[src/rtl/par_mbox_if.sv]
// Signal bundle between the picoVersat parallel port, the mailbox and the host stream pair.
// The slave modport is the mailbox side; master is the core/host side.
interface par_mbox_if #(
    parameter int DATA_W  = 32,
    parameter int PADDR_W = 11
) ();
    logic [PADDR_W-1:0] par_addr;
    logic               par_we;
    logic [DATA_W-1:0]  par_out;
    logic [DATA_W-1:0]  par_in;
    logic [DATA_W-1:0]  host_tx_data;
    logic               host_tx_valid;
    logic               host_tx_ready;
    logic [DATA_W-1:0]  host_rx_data;
    logic               host_rx_valid;
    logic               host_rx_ready;
    logic               irq;

    modport slave (
        input  par_addr, par_we, par_out, host_tx_data, host_tx_valid, host_rx_ready,
        output par_in, host_tx_ready, host_rx_data, host_rx_valid, irq
    );

    modport master (
        output par_addr, par_we, par_out, host_tx_data, host_tx_valid, host_rx_ready,
        input  par_in, host_tx_ready, host_rx_data, host_rx_valid, irq
    );
endinterface

[src/rtl/par_mbox.sv]
// Register-mapped mailbox: RX FIFO (host->core) and TX FIFO (core->host) behind the parallel port.
// Optional loopback of TX_DATA writes into the RX FIFO is built when PAR_MBOX_LOOPBACK_EN is defined.
module par_mbox #(
    parameter int DATA_W  = 32,
    parameter int PADDR_W = 11,
    parameter int FIFO_AW = 3
) (
    input  logic      clk,
    input  logic      rst,
    par_mbox_if.slave bus
);
    localparam int DEPTH = 1 << FIFO_AW;

    localparam logic [2:0] A_STATUS  = 3'd0;
    localparam logic [2:0] A_RX_DATA = 3'd1;
    localparam logic [2:0] A_RX_POP  = 3'd2;
    localparam logic [2:0] A_TX_DATA = 3'd3;
    localparam logic [2:0] A_CTRL    = 3'd4;
    localparam logic [2:0] A_CLR     = 3'd5;

    logic [DATA_W-1:0]  rx_mem [DEPTH];
    logic [DATA_W-1:0]  tx_mem [DEPTH];
    logic [FIFO_AW-1:0] rx_wp, rx_rp, tx_wp, tx_rp;
    logic [FIFO_AW:0]   rx_cnt, tx_cnt;
    logic               rx_empty, rx_full, tx_empty, tx_full;
    logic               tx_ovf, rx_udf, ien, loop;
    logic               host_tx_rdy;
    logic [2:0]         addr;
    logic               unused_addr;
    logic               wr_rx_pop, wr_tx, wr_ctrl, wr_clr;
    logic               host_push, loop_push, rx_push, rx_pop, tx_push, tx_pop, ovf_set;
    logic [DATA_W-1:0]  rx_wdata, status, rd_mux;
    logic [DATA_W-1:0]  rd_data_p1;
    logic               irq_p1;

    // Only the low three address bits decode; the rest alias.
    assign addr        = bus.par_addr[2:0];
    assign unused_addr = ^bus.par_addr;

    assign rx_empty = (rx_cnt == '0);
    assign rx_full  = rx_cnt[FIFO_AW];
    assign tx_empty = (tx_cnt == '0);
    assign tx_full  = tx_cnt[FIFO_AW];

    assign wr_rx_pop = bus.par_we && (addr == A_RX_POP);
    assign wr_tx     = bus.par_we && (addr == A_TX_DATA);
    assign wr_ctrl   = bus.par_we && (addr == A_CTRL);
    assign wr_clr    = bus.par_we && (addr == A_CLR);

    assign host_tx_rdy = !rx_full && !loop;
    assign host_push   = bus.host_tx_valid && host_tx_rdy;
    assign loop_push   = wr_tx && loop && !rx_full;
    assign rx_push     = host_push || loop_push;
    assign rx_pop      = wr_rx_pop && !rx_empty;
    assign tx_push     = wr_tx && !loop && !tx_full;
    assign tx_pop      = !tx_empty && bus.host_rx_ready;
    assign ovf_set     = wr_tx && (loop ? rx_full : tx_full);
    assign rx_wdata    = loop_push ? bus.par_out : bus.host_tx_data;

    always_ff @(posedge clk or negedge rst) begin
        if (!rst) begin
            rx_wp  <= '0;
            rx_rp  <= '0;
            rx_cnt <= '0;
            tx_wp  <= '0;
            tx_rp  <= '0;
            tx_cnt <= '0;
            tx_ovf <= 1'b0;
            rx_udf <= 1'b0;
            ien    <= 1'b0;
        end else begin
            if (rx_push) rx_wp <= rx_wp + 1'b1;
            if (rx_pop)  rx_rp <= rx_rp + 1'b1;
            if (tx_push) tx_wp <= tx_wp + 1'b1;
            if (tx_pop)  tx_rp <= tx_rp + 1'b1;
            rx_cnt <= rx_cnt + (FIFO_AW+1)'(rx_push) - (FIFO_AW+1)'(rx_pop);
            tx_cnt <= tx_cnt + (FIFO_AW+1)'(tx_push) - (FIFO_AW+1)'(tx_pop);
            if (wr_clr) begin
                tx_ovf <= 1'b0;
                rx_udf <= 1'b0;
            end else begin
                if (ovf_set)                 tx_ovf <= 1'b1;
                if (wr_rx_pop && rx_empty)   rx_udf <= 1'b1;
            end
            if (wr_ctrl) ien <= bus.par_out[0];
        end
    end

`ifdef PAR_MBOX_LOOPBACK_EN
    always_ff @(posedge clk or negedge rst) begin
        if (!rst)         loop <= 1'b0;
        else if (wr_ctrl) loop <= bus.par_out[1];
    end
`else
    assign loop = 1'b0;
`endif

    // FIFO storage is data only: pointers and counts define validity.
    always_ff @(posedge clk) begin
        if (rx_push) rx_mem[rx_wp] <= rx_wdata;
        if (tx_push) tx_mem[tx_wp] <= bus.par_out;
    end

    always_comb begin
        status                   = '0;
        status[0]                = rx_empty;
        status[1]                = rx_full;
        status[2]                = tx_empty;
        status[3]                = tx_full;
        status[4]                = tx_ovf;
        status[5]                = rx_udf;
        status[8 +: FIFO_AW+1]  = rx_cnt;
        status[16 +: FIFO_AW+1] = tx_cnt;
    end

    always_comb begin
        rd_mux = '0;
        case (addr)
            A_STATUS:  rd_mux = status;
            A_RX_DATA: rd_mux = rx_empty ? '0 : rx_mem[rx_rp];
            A_CTRL: begin
                rd_mux[0] = ien;
                rd_mux[1] = loop;
            end
            default:   rd_mux = '0;
        endcase
    end

    // Stage p1: registered read data and interrupt, one cycle behind the state they report.
    always_ff @(posedge clk or negedge rst) begin
        if (!rst) begin
            rd_data_p1 <= '0;
            irq_p1     <= 1'b0;
        end else begin
            rd_data_p1 <= rd_mux;
            irq_p1     <= ien && !rx_empty;
        end
    end

    assign bus.par_in        = rd_data_p1;
    assign bus.irq           = irq_p1;
    assign bus.host_tx_ready = host_tx_rdy;
    assign bus.host_rx_valid = !tx_empty;
    assign bus.host_rx_data  = tx_empty ? '0 : tx_mem[tx_rp];
endmodule
[src/flat_wrapper.sv]
// flat-port wrapper written by rule: the top's interface ports become plain ports
module par_mbox_flat 
#(
    parameter int DATA_W  = 32,
    parameter int PADDR_W = 11,
    parameter int FIFO_AW = 3
)
  (clk, rst, bus_par_addr, bus_par_we, bus_par_out, bus_host_tx_data, bus_host_tx_valid, bus_host_rx_ready, bus_par_in, bus_host_tx_ready, bus_host_rx_data, bus_host_rx_valid, bus_irq);
  par_mbox_if #(.DATA_W(DATA_W), .PADDR_W(PADDR_W)) bus_i ();
  input  logic clk;
  input  logic rst;
  input wire logic [$bits(bus_i.par_addr)-1:0] bus_par_addr;
  input wire logic [$bits(bus_i.par_we)-1:0] bus_par_we;
  input wire logic [$bits(bus_i.par_out)-1:0] bus_par_out;
  input wire logic [$bits(bus_i.host_tx_data)-1:0] bus_host_tx_data;
  input wire logic [$bits(bus_i.host_tx_valid)-1:0] bus_host_tx_valid;
  input wire logic [$bits(bus_i.host_rx_ready)-1:0] bus_host_rx_ready;
  output wire logic [$bits(bus_i.par_in)-1:0] bus_par_in;
  output wire logic [$bits(bus_i.host_tx_ready)-1:0] bus_host_tx_ready;
  output wire logic [$bits(bus_i.host_rx_data)-1:0] bus_host_rx_data;
  output wire logic [$bits(bus_i.host_rx_valid)-1:0] bus_host_rx_valid;
  output wire logic [$bits(bus_i.irq)-1:0] bus_irq;
  assign bus_i.par_addr = bus_par_addr;
  assign bus_i.par_we = bus_par_we;
  assign bus_i.par_out = bus_par_out;
  assign bus_i.host_tx_data = bus_host_tx_data;
  assign bus_i.host_tx_valid = bus_host_tx_valid;
  assign bus_i.host_rx_ready = bus_host_rx_ready;
  assign bus_par_in = bus_i.par_in;
  assign bus_host_tx_ready = bus_i.host_tx_ready;
  assign bus_host_rx_data = bus_i.host_rx_data;
  assign bus_host_rx_valid = bus_i.host_rx_valid;
  assign bus_irq = bus_i.irq;
  par_mbox #(.DATA_W(DATA_W), .PADDR_W(PADDR_W), .FIFO_AW(FIFO_AW)) u_core (.clk(clk), .rst(rst), .bus(bus_i));
endmodule
[config.mk]
export PLATFORM = sky130hd
export DESIGN_NAME = par_mbox_flat
export DESIGN_NICKNAME = d
export VERILOG_FILES = /design/src/rtl/par_mbox_if.sv /design/src/rtl/par_mbox.sv /design/src/flat_wrapper.sv
export SDC_FILE = /design/constraint.sdc
export NUM_CORES = 1
export LEC_CHECK = 0
export CORE_MARGIN = 2
export CORE_UTILIZATION = 37
export DETAILED_ROUTE_END_ITERATION = 12
export GPL_TIMING_DRIVEN = 0
export PLACE_DENSITY = 0.54
export SYNTH_ARGS = -nofsm -noshare
export SYNTH_HDL_FRONTEND = slang
export SYNTH_SLANG_ARGS = --single-unit
[constraint.sdc]
create_clock -name clk -period 4.5 [get_ports clk]
set_input_delay 0.9 -clock clk [delete_from_list [all_inputs] [get_ports clk]]
set_output_delay 0.9 -clock clk [all_outputs]
set_load 0.05 [all_outputs]
==> metrics.md <==
| Metric | Value |
|---|---|
| Mapped Cells | 997 |
| Worst hold path type | in2async |
| Setup WS pre-CTS | 660 ps |
| Die ar. | 60800 sq um |
| Final hold violation count | 0 |
| Crit Path Max Fanout | 10 |
| Number of synthesized flops with an enable pin | 512 |
| Post-layout util | 46.0% |
| Worst-path clk slew | 60 ps |
| Clock sinks | 568 |
| Syn Area/Cell | 21.9 sq um |
| Placed Instance Area | 24800 sq um |
| Most frequent cells in the layout | 512 x edfxtp_1, 134 x clkdlybuf4s50_1, 124 x mux4_2 |
| Register area share after synthesis | 77.0% |
| Multi-input logic area | 4730 sq um |
| Yosys warns | 0 |
| Outcome | finished, final reports clean |
| Synthesized cell area | 21800 sq um |
| Post-route setup TNS | 0 ps |
| CTS tree | done |
| Synth unique cells | 49 |
| Largest net degree at the start of global routing | 39 |
| Primary FF master, synth | edfxtp_1 |
| Hold-fix buffers at CTS | 0 |
| Critical path capture point type | output pin |
| Startpoint types | flop |
| Die height | 247 microns |
| Worst-Margin Slew | 1070 ps |
| PwrDens | 618 nW/um^2 |
| Total GRT Usage | 15.9% |
| Slowest cell on the critical path | clkdlybuf4s50_1 |
| RSZ-0062 raised after global routing | false |
| Fillers | 4965 |
| Leak Pwr | 8.93 nW |
| Crit Path Class | reg2out |
| Vias in the first global route | 10953 |
| Routed wire length | 47200 microns |
| Worst Path Required | 3600 ps |
| Initial antenna violation count | 6 |
| Max Cap Viol | 0 |
| Clock latency on the worst-skew pair | 610 ps |
| Cell taking the most area after synthesis | edfxtp_1 |
| Peak VDD IR | 0.469 mV |
| First-pass GRT wire length | 71100 microns |
| Post-CTS setup buffer count | 0 |
| Fraction of registers with async set/reset | 9.86% |
| Endpoints failing setup | 0 |
| Most common cell after layout, fill and taps aside | edfxtp_1 |
| Post-DRT Antenna Nets | 0 |
| Final Power | 16.5 mW |
| DP HPWL | 31300 microns |
| Drt initial violations | 626 |
| CTS resizes | 0 |
| Grt total ovfl | 0 |
| # port buffers | 135 |
| Drc violations | 0 |
| Worst Slack Setup Final | 302 ps |
| Crit path buffers/inverters | 3 |
| N_diodes | 0 |
| Root buf cell | clkbuf_16 |
| Final Instance Area | 26700 sq um |
| Die Width | 247 microns |
| Crit-path max cell delay | 800 ps |
| Seq cells post-synth | 568 |
| Routed WL per cell | 23.0 microns |
| Io pins | 147 |
| Arr. time, crit path | 3300 ps |
| Rel. slew slack | 28.2% |
| Core footprint | 57900 sq um |
| Initial Utilization | 37.6% |
| Vias/cell | 5.00 |
| Clock skew | 14.6 ps |
| Max-slew violations | 0 |
| Via count | 10244 |
| Chain of cells forming the critical path | inv_1 -> ha_1 -> nor3b_4 -> clkbuf_1 -> nor2_1 -> clkdlybuf4s50_1 |
| Final period utilization | 93.3% |
| Initial DRT Pass Iterations | 7 |
| Number of cells on the critical path | 6 |
| Share of cells above drive strength 1 | 23.7% |
| Clk buf depth | 3 |
| Layout area overhead | 22.3% |
| GP Congestion | 0.681 |
| CTS Buf Count | 58 |
| Worst Reg-to-Reg Cells | 11 |
| H-tree depth | 2 |
| Nets@finish | 1334 |
| Post-layout min period | 4200 ps |
| Delay-heaviest family, CP | buffers and inverters |
| Top cells by area, synth | edfxtp_1 71%, mux4_2 13%, dfrtp_1 6.4% |
| # rows | 88 |
| Sequential cell area | 16800 sq um |
| Post-synth top area share | 70.6% |
| Syn Nets | 1093 |
| FMAX | 0.238 GHz |
==> final cells by class <==
cell class | instances | area share (%)
well taps | 765 | 3.59
repair buffers | 181 | 7.35
flip-flops and latches | 568 | 62.9
plain buffers | 50 | 1.27
inverters | 17 | 0.239
clock inverters | 40 | 1.22
multi-input cells | 362 | 17.7
clock buffers | 67 | 5.65
==> kinds of logic after synthesis <==
family / after synthesis / synth area share (%)
flip-flops: 568 / 77.0
multiplexers: 198 / 16.4
XOR/XNOR: 12 / 0.482
buffers and inverters: 67 / 1.85
AND/OR/NAND/NOR: 111 / 2.62
AO/OA/AOI/OAI: 25 / 0.666
adder cells (fa/ha/maj): 16 / 0.988
==> synth_stat cells (all sizes together) (2+ instances only) <==
| library cell | count |
|---|---|
| a21o | 2 |
| a21oi | 3 |
| and2 | 2 |
| buf | 37 |
| clkbuf | 13 |
| dfrtp | 56 |
| edfxtp | 512 |
| fa | 2 |
| ha | 14 |
| inv | 17 |
| mux2 | 6 |
| mux2i | 66 |
| mux4 | 126 |
| nand2 | 18 |
| nand2b | 5 |
| nor2 | 59 |
| nor2b | 2 |
| nor3 | 5 |
| nor3b | 2 |
| nor4 | 3 |
| nor4b | 6 |
| nor4bb | 3 |
| o21ai | 15 |
| or3 | 2 |
| xnor2 | 4 |
| xor2 | 8 |
==> path summary, 6_finish.rpt <==
path	endpoint	slack, ps	start
max in group asynchronous	u_core.bus.par_in[30]	3750	rst
setup / recovery	bus_host_rx_data[9]	300	u_core.tx_cnt[3]
setup reg to reg	u_core.tx_cnt[2]	1810	u_core.tx_cnt[3]
hold / removal	u_core.bus.par_in[13]	200	rst
min in group clk	u_core.bus.irq	500	u_core.ien
hold reg to reg	u_core.bus.irq	500	u_core.ien
==> stage by stage <==
step	hold slack [ps]	std cells
CTS	172	2050
detailed placement	491	1943
floorplan	456	997
global placement	479	1897
global route	190	2050
finish	196	2050
==> flip-flops by register name, summed over array words and instances, names as in the netlist <==
| name | count |
|---|---|
| u_core.rx_wp | 3 |
| u_core.tx_mem | 256 |
| u_core.ien | 1 |
| u_core.bus.irq | 1 |
| u_core.tx_wp | 3 |
| u_core.tx_ovf | 1 |
| u_core.tx_cnt | 4 |
| u_core.rx_mem | 256 |
| u_core.tx_rp | 3 |
| u_core.rx_cnt | 4 |
| u_core.rx_rp | 3 |
| u_core.bus.par_in | 32 |
| u_core.rx_udf | 1 |
==> layer usage <==
metal	GRT usage [%]	share of wire (%)	vias up
met5	0	0.12	-
met4	3.79	1.9	10
met3	3.41	5.4	76
met2	26.6	50	228
met1	21.3	43	5391
li1	-	-	4539
==> power breakdown <==
part / switching (mW) / internal, mW
combinational: 3.15 / 2.33
clock: 1.94 / 2.67
sequential: 0.203 / 6.19
Note: power is estimated with default switching activity, not from simulation.
